<file path="config.mk">
export PLATFORM = sky130hd
export DESIGN_NAME = multicycle_sequencer
export DESIGN_NICKNAME = d
export VERILOG_FILES = /design/src/rtl/multicycle_sequencer.sv
export SDC_FILE = /design/constraint.sdc
export NUM_CORES = 1
export LEC_CHECK = 0
export BUFFER_PORTS_ARGS = -buffer_cell sky130_fd_sc_hd__buf_2
export CAP_MARGIN = 20
export CORE_MARGIN = 5
export CORE_UTILIZATION = 50
export CTS_CLUSTER_DIAMETER = 60
export DETAILED_ROUTE_END_ITERATION = 16
export HOLD_SLACK_MARGIN = 0.05
export PLACE_DENSITY = 0.81
export SKIP_LAST_GASP = 1
export SLEW_MARGIN = 10
export SYNTH_ARGS = -nofsm -noshare
export SYNTH_HDL_FRONTEND = slang
export SYNTH_SLANG_ARGS = --single-unit
export TNS_END_PERCENT = 100
</file>
<file path="constraint.sdc">
create_clock -name clk -period 5 [get_ports clk]
set_clock_uncertainty 0.1 [all_clocks]
set_input_delay 1 -clock clk [delete_from_list [all_inputs] [get_ports clk]]
set_output_delay 1 -clock clk [all_outputs]
set_load 0.01 [all_outputs]
</file>
<file path="src/rtl/multicycle_sequencer.sv">
// Multi-cycle control FSM: steps each instruction through fetch/decode/exec/mem/wb/pc-update.
// Optional build macro RETIRE_COUNT_EN adds a 32-bit retired-instruction counter output.
module multicycle_sequencer #(
  parameter int CLASS_W = 4,
  parameter int OP_W    = 3
) (
  input  logic               clk,
  input  logic               rst,
  input  logic               start,
  input  logic [CLASS_W-1:0] instr_class,
  input  logic [OP_W-1:0]    branch_op_in,
  input  logic [OP_W-1:0]    stack_op_in,
  input  logic               mem_ack,
  input  logic               halt_req,
  output logic               ir_we,
  output logic               alu_en,
  output logic               lmd_we,
  output logic               reg_we,
  output logic               pc_en,
  output logic               sp_inc,
  output logic               sp_dec,
  output logic               mem_req,
  output logic               mem_we,
  output logic [OP_W-1:0]    branch_op,
  output logic [OP_W-1:0]    stack_op,
  output logic               busy,
  output logic               illegal,
  output logic [2:0]         state
`ifdef RETIRE_COUNT_EN
  ,
  output logic [31:0]        retired
`endif
);

  typedef enum logic [2:0] {
    S_IDLE   = 3'd0,
    S_FETCH  = 3'd1,
    S_DECODE = 3'd2,
    S_EXEC   = 3'd3,
    S_MEM    = 3'd4,
    S_WB     = 3'd5,
    S_PCUPD  = 3'd6,
    S_HALTED = 3'd7
  } state_t;

  localparam logic [CLASS_W-1:0] C_ALU    = CLASS_W'(0);
  localparam logic [CLASS_W-1:0] C_LOAD   = CLASS_W'(1);
  localparam logic [CLASS_W-1:0] C_STORE  = CLASS_W'(2);
  localparam logic [CLASS_W-1:0] C_BRANCH = CLASS_W'(3);
  localparam logic [CLASS_W-1:0] C_STACK  = CLASS_W'(4);
  localparam logic [CLASS_W-1:0] C_HALT   = CLASS_W'(6);

  localparam logic [OP_W-1:0] OP_PUSH = OP_W'(1);
  localparam logic [OP_W-1:0] OP_POP  = OP_W'(2);
  localparam logic [OP_W-1:0] OP_CALL = OP_W'(3);
  localparam logic [OP_W-1:0] OP_RET  = OP_W'(4);

  state_t             r_state;
  logic [CLASS_W-1:0] r_class;
  logic [OP_W-1:0]    r_bop;
  logic [OP_W-1:0]    r_sop;
  logic               r_illegal;

  logic w_isAlu, w_isLoad, w_isStore, w_isBranch, w_isStack;
  logic w_pushCall, w_popRet, w_isPop, w_stackValid;

  assign w_isAlu      = (r_class == C_ALU);
  assign w_isLoad     = (r_class == C_LOAD);
  assign w_isStore    = (r_class == C_STORE);
  assign w_isBranch   = (r_class == C_BRANCH);
  assign w_isStack    = (r_class == C_STACK);
  assign w_pushCall   = w_isStack && ((r_sop == OP_PUSH) || (r_sop == OP_CALL));
  assign w_popRet     = w_isStack && ((r_sop == OP_POP) || (r_sop == OP_RET));
  assign w_isPop      = w_isStack && (r_sop == OP_POP);
  assign w_stackValid = w_pushCall || w_popRet;

  // Illegal classes fall through EXEC's default arm and retire as a NOP.
  always_ff @(posedge clk or negedge rst) begin
    if (!rst) begin
      r_state   <= S_IDLE;
      r_class   <= '0;
      r_bop     <= '0;
      r_sop     <= '0;
      r_illegal <= 1'b0;
    end else begin
      case (r_state)
        S_IDLE:   if (start) r_state <= S_FETCH;
        S_FETCH:  if (mem_ack) r_state <= S_DECODE;
        S_DECODE: begin
          r_class <= instr_class;
          r_bop   <= branch_op_in;
          r_sop   <= stack_op_in;
          if (instr_class == C_HALT) begin
            r_state <= S_HALTED;
          end else begin
            if (instr_class > C_HALT) r_illegal <= 1'b1;
            r_state <= S_EXEC;
          end
        end
        S_EXEC: begin
          if (w_isAlu)                                r_state <= S_WB;
          else if (w_isLoad || w_isStore || w_stackValid) r_state <= S_MEM;
          else                                        r_state <= S_PCUPD;
        end
        S_MEM: begin
          if (mem_ack) r_state <= (w_isLoad || w_isPop) ? S_WB : S_PCUPD;
        end
        S_WB:     r_state <= S_PCUPD;
        S_PCUPD:  r_state <= halt_req ? S_HALTED : S_FETCH;
        S_HALTED: if (start) r_state <= S_FETCH;
        default:  r_state <= S_IDLE;
      endcase
    end
  end

  always_comb begin
    ir_we     = 1'b0;
    alu_en    = 1'b0;
    lmd_we    = 1'b0;
    reg_we    = 1'b0;
    pc_en     = 1'b0;
    sp_inc    = 1'b0;
    sp_dec    = 1'b0;
    mem_req   = 1'b0;
    mem_we    = 1'b0;
    branch_op = '0;
    stack_op  = '0;
    case (r_state)
      S_FETCH: begin
        mem_req = 1'b1;
        ir_we   = mem_ack;
      end
      S_EXEC: begin
        alu_en = 1'b1;
        sp_dec = w_pushCall;
      end
      S_MEM: begin
        mem_req = 1'b1;
        mem_we  = w_isStore || w_pushCall;
        lmd_we  = mem_ack && (w_isLoad || w_popRet);
        sp_inc  = mem_ack && w_popRet;
      end
      S_WB:    reg_we = 1'b1;
      S_PCUPD: begin
        pc_en     = 1'b1;
        branch_op = w_isBranch ? r_bop : '0;
        stack_op  = w_stackValid ? r_sop : '0;
      end
      default: ;
    endcase
  end

  assign busy    = (r_state != S_IDLE) && (r_state != S_HALTED);
  assign illegal = r_illegal;
  assign state   = r_state;

`ifdef RETIRE_COUNT_EN
  logic [31:0] r_retired;

  always_ff @(posedge clk or negedge rst) begin
    if (!rst)       r_retired <= '0;
    else if (pc_en) r_retired <= r_retired + 32'd1;
  end

  assign retired = r_retired;
`endif

endmodule

</file>
# Yosys cells after proc, flatten, opt, wreduce, memory -nomap -nowiden
# Cells that the tools add are included.
# totals
reg_bits	14
latchBits	0
mem_bits_rw	0
rom_bits	0
in_bits	15
output_inout_bits	20
mem_count	0
# classes
add_sub_neg	0
n_mul	0
div	0
order_cmp	1
eq_ne	20
n_shift	0
muxes	22
n_bitwise	1
n_reduce_logical	21
# op_table
cell	count
3-bit two-way mux	9
3-bit one-hot mux with 7 select lines	1
3-bit equality test, second input constant	5
3-bit by 2-bit equality test with 1-bit output, second input constant	4
1-bit two-way mux	9
4-bit by 2-bit equality test with 1-bit output, second input constant	2
4-bit by 3-bit equality test with 1-bit output, second input constant	2
1-bit logical OR	8
3-bit by 1-bit equality test with 1-bit output, second input constant	2
1-bit logical AND	6
2-bit two-way mux	3
3-bit AND reduction	2
4-bit by 1-bit equality test with 1-bit output, second input constant	1
4-bit by 3-bit > comparator with 1-bit output, second input constant	1
4-bit logical NOT	1
2-bit inequality test, second input constant	2
2-bit OR reduction	2
3-bit logical NOT	1
3-bit inequality test, second input constant	1
3-bit nonzero test	1
2-bit by 1-bit inequality test with 1-bit output, second input constant	1
1-bit inverter	1

# Depth between registers and ports, before layout
# logic_depth
depth_word	8
mapped_depth	6
ltp_nobuf	4

# Worst setup path before layout
# Ideal clock, no wire load.
# synth_timing
kind	register to output
start	register r_class[1]
end	output stack_op[2]
t_arrival_ns	1.642
setup_slack_ns	2.258
path_stages_with_launch	4
n_path_buf	0
cell_sequence	dfrtp_1 or4b_4 or3_4 nor4b_2
# synth_between
elab_chain_len	5
elab_cells_between_ends	6
# synth_lines
element	line	source
from (decl)	59	logic [CLASS_W-1:0] r_class;
from (signal assigned)	90	r_class <= instr_class;
4-bit by 3-bit equality test with 1-bit output (*)	71	assign w_isStack = (r_class == C_STACK);
1-bit logical AND (on tied branches)	72, 73	
1-bit logical OR (*)	75	assign w_stackValid = w_pushCall || w_popRet;
3-bit two-way mux (*)	147	stack_op = w_stackValid ? r_sop : '0;
3-bit two-way mux (*)	128	case (r_state)
to (decl)	25	output logic [OP_W-1:0] stack_op,
# Every way passes the cells marked *; elsewhere a longest branch is shown, timed or not.

# Worst setup path after layout
# Ends and elaborated chain as after synthesis.

==> out/qor.txt <==
P&R area growth vs syn -> 24.6%
switch share -> 42.3%
post-DP HPWL -> 1540 µm
leading cell type in the layout, fill and taps excluded -> buf_2
clock power share -> 12.7%
Total Nets Final -> 147
total clock buffers created by CTS -> 3
Int Power -> 369 µW
Register Area -> 350 µm²
Post-Route WL -> 2050 µm
routed vias -> 831
outcome -> finished, final reports clean
Max VDD drop -> 0.343 mV
Starting Density -> 51.8%
Boundary Pins -> 35
Worst setup startpoint -> r_class[1]
DR pass1 iterations -> 4
number of diodes -> 0
critical setup path kind -> flip-flop to primary output
Worst Path Required -> 3.90 ns
hold_sp -> illegal
htree depth -> 1
dpl cells -> 152
Max Cap Viol -> 0
wire per inst -> 13.1 µm
Seq cells post-synth -> 14
Overflow after GRT -> 0
Comb pwr share -> 45.1%
CP Max Fanout -> 7
yosys warns -> 0
antenna violations before repair -> 0
CP Capture Type -> primary output
fillers -> 157
die boundary width -> 52.1 µm
Max Slew Vio Count -> 0
row count -> 15
Lkg Pwr -> 0.000509 µW
worst skew pair latency -> 0.28 ns
Fin Hold WS -> 0.365 ns
largest net degree at the start of global routing -> 20
deepest clock path buffer count -> 2
Peak Freq -> 319 MHz
most frequent cells in the layout -> buf_2 (34), dfrtp_1 (14), nor2_1 (12), mux2_2 (8), inv_1 (7)
Net Count, Synth -> 113
Setup Total Neg Slack -> 0 ns
CTS Root Cell -> clkbuf_4
Place WS -> 2.17 ns
Clock transition at path regs -> 0.08 ns
P per Cell Area -> 580 nW/µm²
Total Routing Usage GR -> 17.2%
initial DRC count -> 22
RSZ-0062 raised after global routing -> false
Sink Count -> 14
Vias/cell -> 5.33
Setup violations, final -> 0
final setup margin -> 1.87 ns
Rel. slew slack -> 41.8%
first-pass GRT wire length -> 3520 µm
Seq/Total Area, Yosys -> 39.6%
CP bufs+invs -> 1
Slew @ Worst Pin -> 0.870 ns
HP Class -> flip-flop to flip-flop
area occupied by multi-input gates -> 488 µm²
cell family with the largest share of critical-path delay -> simple AND/OR/NAND/NOR gates
count of cell types in the netlist -> 32
Post-DRT Antenna Nets -> 0
CTS tree -> yes
Util after Layout -> 64.5%
Netlist Area Pre-Place -> 885 µm²
Worst setup SP type -> flip-flop
Post-CTS Hold Fix Bufs -> 0
die area -> 2710 µm²
vias in the first global route -> 852
Core ar. -> 1710 µm²
RR Startpoint -> state[1]
mean post-synth cell area -> 9.03 µm²
cell count after synthesis -> 98
ratio of cells with drive above 1 in the final layout -> 40.5%
CP Cell Sequence -> or4b_4 -> or3_4 -> nor4b_2 -> buf_2
sequential power share -> 42.2%
post_cts resized -> 0
port bufs -> 34
max incr delay on CP -> 0.57 ns
Final Hold Fails -> 0
Tmin final -> 3.13 ns
post-CTS setup buffer count -> 0
WP data arrival -> 2.03 ns
Tcrit/Tclk final -> 62.6%
critical path's slowest cell -> or4b_4
fin cells -> 156
Remaining DRCs -> 0
Net Sw Power -> 271 µW
die span in y -> 52.1 µm
Placer Congestion -> 0.904
-- power groups by stage --
stage / Sequential [µW] / Clock, µW / Combinational [µW]
after floorplan: 225 / 0 / 246
after global placement: 264 / 0 / 285
after detailed placement: 271 / 0 / 290
after CTS: 270 / 84.7 / 292
after global routing: 285 / 92.6 / 326
final: 270 / 81.0 / 288
-- kinds of logic (layout without fill, tap and decap cells) --
logic type / after synthesis / after routing / synth area share (%)
and+or+nand+nor: 46 / 46 / 31.3
muxes: 8 / 8 / 10.2
AOI/OAI and AO/OA: 16 / 16 / 11.7
DFF: 14 / 14 / 39.6
buffers and inverters: 12 / 45 / 5.23
xor gates and xnor gates: 2 / 2 / 1.98
-- worst paths after layout --
path,to,cells past startpoint,slack [ns]
max,stack_op[2],4,1.87
min,illegal,1,0.37
max reg2reg,r_class[0],2,2.90
min reg2reg,illegal,1,0.37
max in group asynchronous,state[2],1,4.05
min in group asynchronous,r_bop[0],1,0.50
-- sequential cells by signal, summed over array words and instances (netlist names) --
register,count
r_class,4
state,3
illegal,1
r_sop,3
r_bop,3
-- stage by stage --
step                      area [µm²]  power, µW
after floorplan                  885        472
after global placement          1070        549
after detailed placement        1070        561
after CTS                       1100        647
after global routing            1100        704
final                           1100        639
-- cell usage after synthesis, drive strengths merged --
cell type	number	area share [%]
a211oi	1	0.85
a21o	1	0.85
a21oi	3	1.7
a31o	1	0.99
a31oi	4	2.8
and2	1	0.71
and4bb	1	1.4
buf	2	0.99
clkbuf	3	1.3
dfrtp	14	40
inv	7	3.0
mux2	8	10
nand2	6	2.5
nand2b	3	2.1
nand3	2	1.1
nand3b	2	1.7
nand4	3	2.1
nor2	12	5.1
nor2b	2	1.4
nor3	3	1.7
nor3b	4	4.0
nor4	1	0.71
nor4b	1	1.7
o21ai	4	2.3
o221a	1	1.3
o32ai	1	0.99
or3	4	3.4
or4b	1	1.6
xnor2	2	2.0
-- area by class of cell --
type | instances | share of cell area (%)
multi-input cells | 72 | 44.3
clock buffers | 4 | 3.29
flip-flops and latches | 14 | 31.8
repair buffers | 34 | 15.4
well taps | 25 | 2.84
inverters | 7 | 2.38
-- layer usage --
| metal | GRT usage, % | routed length [µm] |
|---|---|---|
| met1 | 19.4 | 867 |
| met2 | 31.0 | 1020 |
| met3 | 5.44 | 149 |
| met4 | 3.93 | 7 |
| met5 | 0 | 0 |
(Power assumes the default switching activity.)
